===== src/rtl/selector_scan_reg.sv =====
// Registered multi-channel 2^SEL_BITS:1 selector sharing one select register
// that is either loaded directly or auto-incremented in scan mode.
module selector_scan_reg #(
  parameter int unsigned CHANNELS = 2,
  parameter int unsigned SEL_BITS = 2,
  parameter int unsigned WIDTH    = 1
) (
  input  logic                                      clk,
  input  logic                                      rst_n,
  input  logic [CHANNELS*(2**SEL_BITS)*WIDTH-1:0]   i,
  input  logic [SEL_BITS-1:0]                       s_in,
  input  logic                                      load,
  input  logic                                      scan,
  input  logic [CHANNELS-1:0]                       e_n,
  output logic [CHANNELS*WIDTH-1:0]                 y,
  output logic [SEL_BITS-1:0]                       s_out,
  output logic                                      wrap
);

  localparam int unsigned NWORDS = 2**SEL_BITS;

  logic [SEL_BITS-1:0]       sel_q, sel_d;
  logic                      wrap_q, wrap_d;
  logic [CHANNELS*WIDTH-1:0] y_q, y_d;

  always_comb begin
    sel_d  = sel_q;
    wrap_d = 1'b0;
    if (load) begin
      sel_d = s_in;
    end else if (scan) begin
      sel_d  = sel_q + SEL_BITS'(1);
      wrap_d = (sel_q == '1);
    end
  end

  // Outputs are built from the pre-edge select so a load/scan shows up on y one clock later.
  always_comb begin
    y_d = '0;
    for (int unsigned c = 0; c < CHANNELS; c++) begin
      if (!e_n[c]) begin
        y_d[c*WIDTH +: WIDTH] = i[(c*NWORDS + 32'(sel_q))*WIDTH +: WIDTH];
      end
    end
  end

  always_ff @(posedge clk or negedge rst_n) begin
    if (!rst_n) begin
      sel_q  <= '0;
      wrap_q <= 1'b0;
      y_q    <= '0;
    end else begin
      sel_q  <= sel_d;
      wrap_q <= wrap_d;
      y_q    <= y_d;
    end
  end

  assign y     = y_q;
  assign s_out = sel_q;
  assign wrap  = wrap_q;

endmodule


===== config.mk =====
export PLATFORM = sky130hd
export DESIGN_NAME = selector_scan_reg
export DESIGN_NICKNAME = d
export VERILOG_FILES = /design/src/rtl/selector_scan_reg.sv
export SDC_FILE = /design/constraint.sdc
export NUM_CORES = 1
export LEC_CHECK = 0
export CAP_MARGIN = 10
export CORE_AREA = 2 2 39 41
export DETAILED_ROUTE_END_ITERATION = 16
export DIE_AREA = 0 0 41 43
export HOLD_SLACK_MARGIN = 0.06
export SLEW_MARGIN = 5
export SYNTH_ARGS = -nofsm -noshare
export SYNTH_HDL_FRONTEND = slang
export SYNTH_SLANG_ARGS = --single-unit
export TNS_END_PERCENT = 100

===== constraint.sdc =====
create_clock -name clk -period 1.05 [get_ports clk]
set_input_delay 0.105 -clock clk [delete_from_list [all_inputs] [get_ports clk]]
set_output_delay 0.105 -clock clk [all_outputs]
set_load 0.02 [all_outputs]

Word-level counts from Yosys, hierarchy flattened:

Index checks and enable logic that the tools add are counted.

* output and inout bits: 5
* input port bits: 16
* bits in registers: 5
* word-level logic and storage cells: 15

* mux-type cells: 6
* shift operators: 2
* add/sub/neg operators: 2
* equal/unequal tests: 1
* reductions and logical operators: 1

Operator list (count)
* $shiftx A8 B3 Y1: 1
* $shiftx A8 B5 Y1: 1
* $add A3 B2 Y4 const A: 1
* $mux W1: 4
* $mux W2: 2
* $add A2 B1 Y2 const B: 1
* $eq A2 B2 Y1 const B: 1
* $reduce_bool A2 Y1: 1

Logic depth before layout (Yosys ltp):

* word-level depth: 3
* mapped depth: 3

Least setup slack after synthesis:

Ideal clock, no wire load.

* kind: reg2reg
* from: reg sel_q[0], in the netlist s_out[0]
* to: reg y_q[0], in the netlist y[0]
* period minus slack after synthesis: 1334 ps
* path slack: -284 ps
* data arrival time: 1218 ps
* stages on the path, launching flop included: 3
* path buffers: 0
* cell sequence: dfrtp_1 mux4_1 nor2b_4

* cells in the longest elaborated chain, start to end: 2

RTL lines
* from (decl): RTL line 22 `logic [SEL_BITS-1:0] sel_q, sel_d;`
* from (signal assigned): RTL line 53 `sel_q <= sel_d;`
* $shiftx A8 B3 Y1: RTL line 42 `y_d[c*WIDTH +: WIDTH] = i[(c*NWORDS + 32'(sel_q))*WIDTH +: WIDTH];`
* $mux W1: RTL line 41 `if (!e_n[c]) begin`
* via y_d[0]: RTL line 24 `logic [CHANNELS*WIDTH-1:0] y_q, y_d;`
* to (signal assigned): RTL line 55 `y_q <= y_d;`
* to (decl): RTL line 24

The timed path passes the listed nets, and every way through them passes these cells.
A chain may end at the register's enable or synchronous reset.

Final worst setup path:

Ends and elaborated chain as after synthesis.

==> metrics list <==
* Share of synthesized area occupied by flip-flops and latches: 0.4762
* Average vias per placed instance: 3.900
- The share of total power dissipated in the clock network is 0.324.
- DR vias: 234
- For this run, design rule violations remaining after detail routing come to 0.
* Final critical-path required period: 1177 ps
* Pin count of the biggest net entering global routing: 6
- Number of failing hold endpoints at the final stage: 0
- The number of max-slew violations in the final report was 0.
- TritonCTS clock tree: yes
* Core Region: 1384 um2
- Register-to-register setup slack: -130 ps
- Number of instances in the placed design: 55
- Post-route non-filler standard cell count: 60
- Number of distinct library cells after synthesis: 9
- Nets@finish: 62
* Sequential cell area: 127.6 um2
* Number of global-route vias before repair: 250
- VDD sags by at most 0.4599 mV.
* Worst Reg2Reg Path Length in Cells: 2
- Proportion of power drawn by combinational gates: 0.325
* Chip height: 43 um
- Leak: 0.2439 nW
* Path class of the lowest-slack min-delay path: primary input to async pin
- Final setup violation count: 4
- Fill cells in the final layout number 139.
- Number of antenna repair diodes: 0
- The initial utilization of the core area, before any placement, comes to 0.1899.
* PD cells: 1272 nW/um2
- The total overflow left after global routing is 0.
- First-iteration detailed-routing DRC count: 0
- The startpoint identified for the worst register-to-register timing path is s_out[0].
* Reg2Reg Capture Point: y[0]
- For this design the top-level I/O count stands at 21.
* Number of H-tree branching levels: 1
- The critical path is of the flop to flop type.
- The worst setup path is captured at a flop.
- Data on the critical path is required at its endpoint by 1170 ps.
* Number of rows in the core area: 14
- Routed Antenna Nets: 0
- In this run, post-CTS hold repair placed 0 buffers.
- At the pin with the least slew margin, the transition time is 245.7 ps.
* Antenna violations before repair: 0
* DIE AREA: 1763 um2
- Based on the critical path, the design can be clocked at up to 849.5 MHz.
- Max-capacitance violation count: 0
- Clock slew seen by the registers of the worst setup and hold paths: 40 ps
- In this run the worst setup path begins at s_out[0].
- Of the total power, the share spent switching nets is 0.2505.
- The root buffer cell chosen for the clock tree is sky130_fd_sc_hd__clkbuf_4.
- For this run, the detailed router's first-pass iteration total came to 1.
- Number of register bits inferred by synthesis: 5
* Slew HR: 0.8357
- Clock skew on the completed layout was measured at 3.083 ps.
* CTS Buf Count: 3
* Internal power of the cells: 499.7 uW
- Switch Pwr: 167.0 uW
- When the netlist entered floorplanning its net count stood at 34.
- Compared with the post-synthesis result, the final layout area differs by 99.52%.
- The synthesized netlist occupies a cell area of 262.8 um2.
- The share of total power dissipated in sequential elements is 0.351.
* Number of warning messages in the yosys log: 0
- The run finished, with violations left.
- A synthesized cell averages 15.46 um2.
* RSZ-0062 raised after global routing: yes
- Count of buffers inserted at the top-level ports: 20
* Largest fanout on the critical path: 5
- Data arrives at the worst endpoint at 1300 ps.
- Of the cells placed in the final design, the portion with a size suffix greater than 1 is 0.3182.
- Wire length reported by the detailed router: 692 um
- Wire length of the first global-routing pass: 1041 um
- The clock passes through at most 2 buffers.
- In the post-route analysis, the smallest setup slack over all paths is -127.1 ps.
* Worst-case hold slack: 97.10 ps
- STA classifies the critical path startpoint as a flop.
* Area occupied by multi-input gates: 137.6 um2
- Measured along the x axis, the die boundary spans 41 um.
* Instance count of the mapped netlist: 17
- At the end of routability-driven placement, the weighted congestion stood at 0.6560.
- Total GRT Usage: 0.09577
- Per-cell routed wire length: 11.53 um
- The checks that failed: negative setup slack.
* Skew-Pair Late Insertion Delay: 240 ps
* Fraction of the cycle the final worst path needs: 1.121
* Sink count of the clock tree: 5
worst max-delay path, stage by stage (launching register included):
cell,delay [ps]
sky130_fd_sc_hd__dfrtp_2,420
sky130_fd_sc_hd__mux4_2,510
sky130_fd_sc_hd__nor2b_4,130
cell usage after synthesis (all sizes together):
| master | number | share of area |
|---|---|---|
| mux2i | 1 | 0.038 |
| xnor2 | 1 | 0.033 |
| nand2 | 2 | 0.029 |
| nor2b | 2 | 0.10 |
| and3b | 1 | 0.033 |
| mux4 | 2 | 0.20 |
| dfrtp | 5 | 0.48 |
| o21ai | 2 | 0.038 |
| ha | 1 | 0.048 |
kinds of logic after synthesis:
kind of cell | after synthesis | share of synthesized area
AND/OR/NAND/NOR | 5 | 0.1667
flip-flops | 5 | 0.4762
multiplexers | 3 | 0.2381
AO/OA/AOI/OAI | 2 | 0.03810
XOR/XNOR | 1 | 0.03334
adder cells (fa/ha/maj) | 1 | 0.04761
flip-flops by register name, summed over array words and instances, names as in the netlist:
name / count
s_out: 2
y: 2
wrap: 1
power by group through the flow:
stage / sequential (mW) / combinational [mW] / clock [mW]
after floorplan: 0.263 / 0.0635 / 0
final: 0.234 / 0.217 / 0.216
after CTS: 0.235 / 0.211 / 0.230
after global placement: 0.237 / 0.216 / 0
after detailed placement: 0.238 / 0.222 / 0
after global routing: 0.237 / 0.237 / 0.248
cell type report:
type,instances,share of cell area
clock buffer,4,0.05012
timing repair buffer,23,0.4057
multi-input combinational,12,0.2625
tap,16,0.03819
sequential,5,0.2434
worst max-delay path by stage:
stage | end | slack [ps] | depth (start not counted)
after floorplan | y[0] | -160 | 2
after global placement | y[0] | -150 | 3
after detailed placement | y[1] | -180 | 3
after CTS | y[0] | -140 | 2
after global routing | y[0] | -170 | 2
final | y[0] | -130 | 2
through the flow:
| step | setup TNS (ps) | worst slack (ps) | utilization | total power, mW | instance area, um2 |
|---|---|---|---|---|---|
| 2_1_floorplan | -325.7 | -157.5 | - | 0.3268 | 257.7 |
| 3_3_place_gp | -420.8 | -154.0 | 0.3562 | 0.4525 | 493.0 |
| 3_5_place_dp | -490.8 | -178.1 | 0.3562 | 0.4606 | 493.0 |
| 4_1_cts | -386.0 | -141.4 | 0.3725 | 0.6760 | 515.5 |
| 5_1_grt | -546.0 | -172.2 | 0.3788 | 0.7223 | 524.3 |
| 6_report | -317.8 | -127.1 | 0.3788 | 0.6667 | 524.3 |
layout by cell type, fill, tap and decap left out, types with 2 or more instances in the layout:
| cell type | Yosys | final |
|---|---|---|
| sky130_fd_sc_hd__buf_4 | 0 | 3 |
| sky130_fd_sc_hd__clkbuf_4 | 0 | 3 |
| sky130_fd_sc_hd__clkdlybuf4s50_1 | 0 | 15 |
| sky130_fd_sc_hd__dfrtp_1 | 5 | 3 |
| sky130_fd_sc_hd__dfrtp_2 | 0 | 2 |
| sky130_fd_sc_hd__dlygate4sd2_1 | 0 | 4 |
| sky130_fd_sc_hd__mux4_2 | 0 | 2 |
| sky130_fd_sc_hd__nand2_1 | 2 | 2 |
| sky130_fd_sc_hd__nor2b_4 | 2 | 2 |
repair_timing:
item | 4_1_cts | 5_1_grt
setup buffers | 0 | 1
setup endpoints to repair | 8 | 5
resized for setup | 7 | 3
layer usage:
metal / global-route usage / up-vias / share of wire
li1: - / 116 / -
met1: 0.08795 / 97 / 0.35
met2: 0.1531 / 21 / 0.47
met3: 0.03665 / 0 / 0.18
met4: 0.08000 / 0 / 0
met5: 0 / - / 0
Power figures use the tool's default switching activity.
